[config.mk]
export PLATFORM = sky130hd
export DESIGN_NAME = alu_mc
export DESIGN_NICKNAME = d
export VERILOG_FILES = /design/src/rtl/alu_pkg.sv /design/src/rtl/alu_mc_core.sv /design/src/rtl/alu_mc.sv
export SDC_FILE = /design/constraint.sdc
export NUM_CORES = 1
export LEC_CHECK = 0
export BUFFER_PORTS_ARGS = -buffer_cell sky130_fd_sc_hd__buf_2
export CORE_ASPECT_RATIO = 0.75
export CORE_MARGIN = 4
export CORE_UTILIZATION = 65
export CTS_CLUSTER_SIZE = 10
export DETAILED_ROUTE_END_ITERATION = 12
export PLACE_DENSITY = 0.82
export SLEW_MARGIN = 20
export SYNTH_ARGS = -nofsm -noshare
export SYNTH_HDL_FRONTEND = slang
export SYNTH_HIERARCHICAL = 1
export SYNTH_SLANG_ARGS = --single-unit
[constraint.sdc]
create_clock -name clk -period 7.3 [get_ports clk]
set_clock_uncertainty 0.2 [all_clocks]
set_input_delay 0.73 -clock clk [delete_from_list [all_inputs] [get_ports clk]]
set_output_delay 0.73 -clock clk [all_outputs]
set_load 0.005 [all_outputs]
[src/rtl/alu_pkg.sv]
// Shared opcode encoding, FSM state type and iteration-count helper for the
// multi-cycle ALU.
package alu_pkg;

    localparam logic [3:0] OP_ADD = 4'b0000;
    localparam logic [3:0] OP_SUB = 4'b0001;
    localparam logic [3:0] OP_CLR = 4'b0010;
    localparam logic [3:0] OP_AND = 4'b0011;
    localparam logic [3:0] OP_OR  = 4'b0100;
    localparam logic [3:0] OP_XOR = 4'b0101;
    localparam logic [3:0] OP_LSR = 4'b0110;
    localparam logic [3:0] OP_LSL = 4'b0111;
    localparam logic [3:0] OP_ASR = 4'b1000;
    localparam logic [3:0] OP_ROR = 4'b1001;
    localparam logic [3:0] OP_ROL = 4'b1010;
    localparam logic [3:0] OP_MUL = 4'b1011;

    typedef enum logic {IDLE, EXEC} state_t;

    // Number of EXEC cycles for an operation; zero-step shifts/rotates still take one.
    function automatic int iter_count(input logic [3:0] op, input logic [63:0] b, input int w);
        logic [63:0] wl;
        logic [63:0] k;
        wl = 64'(w);
        case (op)
            OP_LSR, OP_LSL, OP_ASR: k = (b >= wl) ? wl : b;
            OP_ROR, OP_ROL:         k = b % wl;
            OP_MUL:                 k = wl;
            default:                k = 64'd1;
        endcase
        if (k == 64'd0) begin
            k = 64'd1;
        end
        return int'(k[31:0]);
    endfunction

endpackage

[src/rtl/alu_mc_core.sv]
// Single-cycle ALU slice: add/sub, bitwise ops, clear and the reserved opcodes.
// Anything it does not handle yields zero result and zero flags.
module alu_mc_core
    import alu_pkg::*;
#(
    parameter int W = 16
) (
    input  logic [3:0]   op_i,
    input  logic [W-1:0] a_i,
    input  logic [W-1:0] b_i,
    output logic [W-1:0] f_o,
    output logic         c_o,
    output logic         ovf_o
);

    logic [W:0] sum;

    always_comb begin
        f_o   = '0;
        c_o   = 1'b0;
        ovf_o = 1'b0;
        sum   = '0;
        case (op_i)
            OP_ADD: begin
                sum   = {1'b0, a_i} + {1'b0, b_i};
                f_o   = sum[W-1:0];
                c_o   = sum[W];
                ovf_o = (a_i[W-1] == b_i[W-1]) && (sum[W-1] != a_i[W-1]);
            end
            OP_SUB: begin
                // Carry out of A + ~B + 1 is the "no borrow" flag (A >= B unsigned).
                sum   = {1'b0, a_i} + {1'b0, ~b_i} + {{W{1'b0}}, 1'b1};
                f_o   = sum[W-1:0];
                c_o   = sum[W];
                ovf_o = (a_i[W-1] != b_i[W-1]) && (sum[W-1] != a_i[W-1]);
            end
            OP_AND:  f_o = a_i & b_i;
            OP_OR:   f_o = a_i | b_i;
            OP_XOR:  f_o = a_i ^ b_i;
            default: f_o = '0;
        endcase
    end

endmodule

[src/rtl/alu_mc.sv]
// Multi-cycle ALU: start/busy/done handshake, iterative shifts/rotates,
// shift-add multiply, and registered result and flags.
module alu_mc
    import alu_pkg::*;
#(
    parameter int W  = 16,
    parameter int CW = $clog2(W + 1)
) (
    input  logic         clk,
    input  logic         rst,
    input  logic         start,
    input  logic [3:0]   I,
    input  logic [W-1:0] A,
    input  logic [W-1:0] B,
    output logic [W-1:0] F,
    output logic         C_out,
    output logic         OVF,
    output logic         Z,
    output logic         N,
    output logic         busy,
    output logic         done
);

    state_t        state_q, state_d;
    logic [CW-1:0] cnt_q, cnt_d, n_init;
    logic          accept, last;

    logic [3:0]    op_q;
    logic [W-1:0]  a_q, b_q, wr_q, acc_q;
    logic          noshift_q, noshift_d;

    logic [W-1:0]  step_wr, step_acc, addend;
    logic [W:0]    mul_sum;
    logic          step_c;

    logic [W-1:0]  core_f;
    logic          core_c, core_ovf;
    logic [W-1:0]  res_f;
    logic          res_c, res_ovf;

    logic [W-1:0]  f_q;
    logic          c_q, ovf_q, z_q, n_q, done_q;

    assign accept = (state_q == IDLE) && start;
    assign last   = (state_q == EXEC) && (cnt_q == CW'(1));
    assign n_init = CW'(iter_count(I, 64'(B), W));

    always_comb begin
        noshift_d = 1'b0;
        case (I)
            OP_LSR, OP_LSL, OP_ASR: noshift_d = (B == '0);
            OP_ROR, OP_ROL:         noshift_d = ((64'(B) % 64'(W)) == 64'd0);
            default:                noshift_d = 1'b0;
        endcase
    end

    always_ff @(posedge clk or posedge rst) begin
        if (rst) begin
            state_q <= IDLE;
            cnt_q   <= '0;
        end else begin
            state_q <= state_d;
            cnt_q   <= cnt_d;
        end
    end

    always_comb begin
        state_d = state_q;
        cnt_d   = cnt_q;
        case (state_q)
            IDLE: begin
                if (start) begin
                    state_d = EXEC;
                    cnt_d   = n_init;
                end
            end
            EXEC: begin
                if (last) begin
                    state_d = IDLE;
                end else begin
                    cnt_d = cnt_q - CW'(1);
                end
            end
            default: state_d = IDLE;
        endcase
    end

    // One step of the iterative datapath; the final step feeds the result
    // registers directly so completion lands on edge t+n.
    always_comb begin
        step_wr  = wr_q;
        step_acc = acc_q;
        step_c   = 1'b0;
        addend   = wr_q[0] ? a_q : '0;
        mul_sum  = {1'b0, acc_q} + {1'b0, addend};
        case (op_q)
            OP_LSR: begin
                step_wr = {1'b0, wr_q[W-1:1]};
                step_c  = wr_q[0];
            end
            OP_LSL: begin
                step_wr = {wr_q[W-2:0], 1'b0};
                step_c  = wr_q[W-1];
            end
            OP_ASR: begin
                step_wr = {wr_q[W-1], wr_q[W-1:1]};
                step_c  = wr_q[0];
            end
            OP_ROR:  step_wr = {wr_q[0], wr_q[W-1:1]};
            OP_ROL:  step_wr = {wr_q[W-2:0], wr_q[W-1]};
            OP_MUL: begin
                step_acc = mul_sum[W:1];
                step_wr  = {mul_sum[0], wr_q[W-1:1]};
            end
            default: step_wr = wr_q;
        endcase
    end

    alu_mc_core #(.W(W)) u_core (
        .op_i  (op_q),
        .a_i   (a_q),
        .b_i   (b_q),
        .f_o   (core_f),
        .c_o   (core_c),
        .ovf_o (core_ovf)
    );

    always_comb begin
        res_f   = core_f;
        res_c   = core_c;
        res_ovf = core_ovf;
        case (op_q)
            OP_LSR, OP_LSL, OP_ASR, OP_ROR, OP_ROL: begin
                res_ovf = 1'b0;
                res_f   = noshift_q ? wr_q : step_wr;
                res_c   = noshift_q ? 1'b0 : step_c;
            end
            OP_MUL: begin
                res_f   = step_wr;
                res_c   = |step_acc;
                res_ovf = 1'b0;
            end
            default: res_f = core_f;
        endcase
    end

    // Working registers: loaded on accept, advanced on every non-final EXEC cycle.
    always_ff @(posedge clk) begin
        if (accept) begin
            op_q      <= I;
            a_q       <= A;
            b_q       <= B;
            wr_q      <= (I == OP_MUL) ? B : A;
            acc_q     <= '0;
            noshift_q <= noshift_d;
        end else if ((state_q == EXEC) && !last) begin
            wr_q  <= step_wr;
            acc_q <= step_acc;
        end
    end

    always_ff @(posedge clk or posedge rst) begin
        if (rst) begin
            f_q    <= '0;
            c_q    <= 1'b0;
            ovf_q  <= 1'b0;
            z_q    <= 1'b1;
            n_q    <= 1'b0;
            done_q <= 1'b0;
        end else begin
            done_q <= last;
            if (last) begin
                f_q   <= res_f;
                c_q   <= res_c;
                ovf_q <= res_ovf;
                z_q   <= (res_f == '0);
                n_q   <= res_f[W-1];
            end
        end
    end

    assign F     = f_q;
    assign C_out = c_q;
    assign OVF   = ovf_q;
    assign Z     = z_q;
    assign N     = n_q;
    assign busy  = (state_q == EXEC);
    assign done  = done_q;

endmodule
==> impl_metrics.json <==
{
  "syn2layout_area_growth_pct": 9.15,
  "final_critical_path_setup_slack_ps": 3110,
  "coreArea_um2": 11800,
  "finalCritPeriodShare_pct": 57.3,
  "placed_cell_area_um2": 8360,
  "cts_tree": "yes",
  "io_pins": 61,
  "vias": 7664,
  "critical_path.startpoint": "a_q[1]",
  "fmax_ghz": 0.239,
  "antenna_found_initial": 1,
  "min_path_type": "in -> async",
  "wl_per_cell_um": 21.6,
  "grt_setup_unrepaired": "no",
  "post_cts_buffers": 0,
  "grt_pass1_vias": 6976,
  "synthCells": 950,
  "critPathSlowestCell": "edfxtp_1",
  "ir_drop_v": 0.000343,
  "dpl_worst_slack_ps": 3210,
  "cts_root_buf": "clkbuf_16",
  "cp-start-kind": "flop",
  "grt-ovfl-total": 0,
  "timing.critical_path.arrival_ps": 4250,
  "ys_ff_latch": 95,
  "dr.first_iter.drc_count": 1078,
  "ff_latch_area_um2": 2560,
  "grt_max_degree": 47,
  "ys_warn_count": 6,
  "dpl.hpwl_um": 18500,
  "ctsHtreeMaxLevel": 3,
  "syn_area_um2": 7990,
  "ctsResizeCount": 0,
  "finish.utilization_pct": 74.0,
  "ant_nets": 0,
  "end_kind": "flop",
  "tns_ps": 0,
  "routed_wl_um": 24800,
  "grt_pass1_wl_um": 38500,
  "fp-row-count": 34,
  "reg2reg_slack_ps": 3110,
  "fp.dieW_um": 136,
  "synth_flop_cell": "edfxtp_1",
  "clkTransAtPathRegs_ps": 70,
  "final_cell_area_um2": 8720,
  "clockBufferDepth": 2,
  "synth_edf_count": 53,
  "die_y_um": 104,
  "worstSetupEndpoint": "Z",
  "ys_seq_area_share_pct": 32.1,
  "finalMaxSlewViolations": 0,
  "r2r_end": "Z",
  "dieArea_um2": 14100,
  "cts-buffers-inserted": 9,
  "setup_viol": 0,
  "portBuffers": 60,
  "ys_types": 77,
  "hold_buffers": 0,
  "multi_input_area_um2": 4990,
  "min_period_ps": 4190,
  "outcome": "finished clean",
  "cts_sinks": 95,
  "slew_headroom_pct": 31.2,
  "fillCellCount": 943,
  "slowest_delay_ps": 520,
  "worst_pin_slew_ps": 1030,
  "initial_core_util_pct": 67.8,
  "critPathRequiredTime_ps": 7360,
  "crit_fanout": 6,
  "hold_violations": 0,
  "drive_gt1_share_pct": 11.1,
  "async_reset_ff_share_pct": 27.4,
  "fin_nets": 1093,
  "grtUsageTotal_pct": 35.1,
  "r2r-start": "a_q[1]",
  "powerDensity_nw_per_um2": 337,
  "reg2reg_depth": 14,
  "drv_cap": 0,
  "dr.pass1.iters": 6,
  "p_leak_nw": 3.83,
  "cp_cell_sequence": "inv_1 > ha_1 > or2_1 > a221oi_2 > o41a_1 > a211oi_2 > nor3b_1 > a211o_1 > a2111oi_2 > o22ai_1 > a222oi_1 > and4bb_1 > nand4_1 > o31ai_1",
  "syn_nets": 1060,
  "antennaDiodeCount": 0,
  "drc": 0,
  "insertion_delay_ps": 350,
  "p_total_w": 0.00293,
  "synth.avg_cell_area_um2": 8.41,
  "viasPerCell": 6.66,
  "gp_congestion": 1.04,
  "criticalPathCategory": "reg -> reg"
}
## flip-flops by register name, summed over array words and instances, names as in the netlist, 4 cells and up
name and count:
F 16, a_q 16, acc_q 16, b_q 16, cnt_q 5, op_q 4, wr_q 16
## layout make-up
class	instances	area share, %
clock buffer	10	2.63
clock inverter	6	1.34
inverter	62	2.67
tap	162	2.33
timing repair buffer	71	4.39
sequential	95	29.4
multi-input combinational	744	57.2
## cell families after synthesis
kind of cell | Yosys count | share of synthesized area (%)
simple gates | 307 | 18.8
xor+xnor | 19 | 2.08
flops | 95 | 32.1
compound gates | 316 | 26.1
mux | 31 | 3.98
buf+inv | 111 | 5.52
fa+ha+maj | 71 | 11.4
## critical path, delay by kind of cell, from the launching register on
| kind | cells | cell delay, ps |
|---|---|---|
| AOI/OAI and AO/OA | 8 | 2380 |
| and+or+nand+nor | 4 | 580 |
| DFF | 1 | 520 |
| buffers and inverters | 1 | 80 |
| adders and majority gates | 1 | 340 |
## cells in the mapped netlist, drive strengths merged, types with 6 or more instances
master / n / share of area (%)
and2: 21 / 1.6
nand2b: 15 / 1.2
a21oi: 69 / 4.3
dfxtp: 16 / 4.0
ha: 68 / 11
nor2: 67 / 3.1
o31ai: 10 / 0.94
nand3: 28 / 1.8
a211o: 8 / 0.88
nand2: 86 / 4.0
nor2b: 13 / 1.0
nor3: 32 / 2.0
inv: 61 / 2.9
clkbuf: 36 / 1.7
nor4: 8 / 0.63
dfrtp: 25 / 7.8
a22oi: 17 / 1.6
mux2: 6 / 0.85
xnor2: 14 / 1.5
buf: 13 / 0.91
o21ai: 90 / 5.6
a21o: 14 / 1.3
mux2i: 25 / 3.1
a31oi: 10 / 0.78
nand3b: 7 / 0.66
o211ai: 23 / 2.2
a211oi: 17 / 1.7
edfxtp: 53 / 20
## power breakdown
group	switching, W	internal (W)
clock network	0.000215	0.000338
logic	0.000893	0.000538
registers	0.000171	0.000778
## worst min-delay path by stage
stage                 to  slack, ps  cells past startpoint
5_1_grt         cnt_q[1]        270                      2
3_5_place_dp   acc_q[13]        250                      2
4_1_cts        acc_q[13]        260                      2
3_3_place_gp         OVF        250                      2
6_report        cnt_q[0]        230                      2
2_1_floorplan  acc_q[13]        240                      2
## stage by stage
| stage | std cells | hold slack [ps] |
|---|---|---|
| after floorplan | 950 | 238 |
| after global placement | 1134 | 247 |
| after detailed placement | 1134 | 252 |
| after CTS | 1150 | 263 |
| after global routing | 1150 | 275 |
| final | 1150 | 226 |
## cell usage in the layout (no fill, tap or decap), drive strengths merged, types with 5 or more instances in the layout
cell type | Yosys | layout
o21ai | 90 | 90
nor2 | 67 | 67
nor3 | 32 | 32
or3 | 5 | 5
edfxtp | 53 | 53
buf | 13 | 71
and2 | 21 | 21
dfxtp | 16 | 16
nand2b | 15 | 15
nor4 | 8 | 8
clkbuf | 36 | 10
a22o | 5 | 5
inv | 61 | 62
a21o | 14 | 14
nand3 | 28 | 28
o31ai | 10 | 10
a211o | 8 | 8
ha | 68 | 68
a221oi | 5 | 5
a221o | 5 | 5
xnor2 | 14 | 14
nand3b | 7 | 7
a31oi | 10 | 10
xor2 | 5 | 5
a211oi | 17 | 17
dfrtp | 25 | 25
a22oi | 17 | 17
o211ai | 23 | 23
nand2 | 86 | 86
mux2 | 6 | 6
a21oi | 69 | 69
nand4 | 5 | 5
nor2b | 13 | 13
mux2i | 25 | 25
## routing by layer
metal / part of all wire [%] / vias to the layer above / GRT usage, %
met5: 0.036 / - / 0
met2: 41 / 477 / 48.4
met1: 43 / 3548 / 51.4
met4: 3.7 / 2 / 12.4
li1: - / 3561 / -
met3: 13 / 76 / 11.0
(Power assumes the default switching activity.)
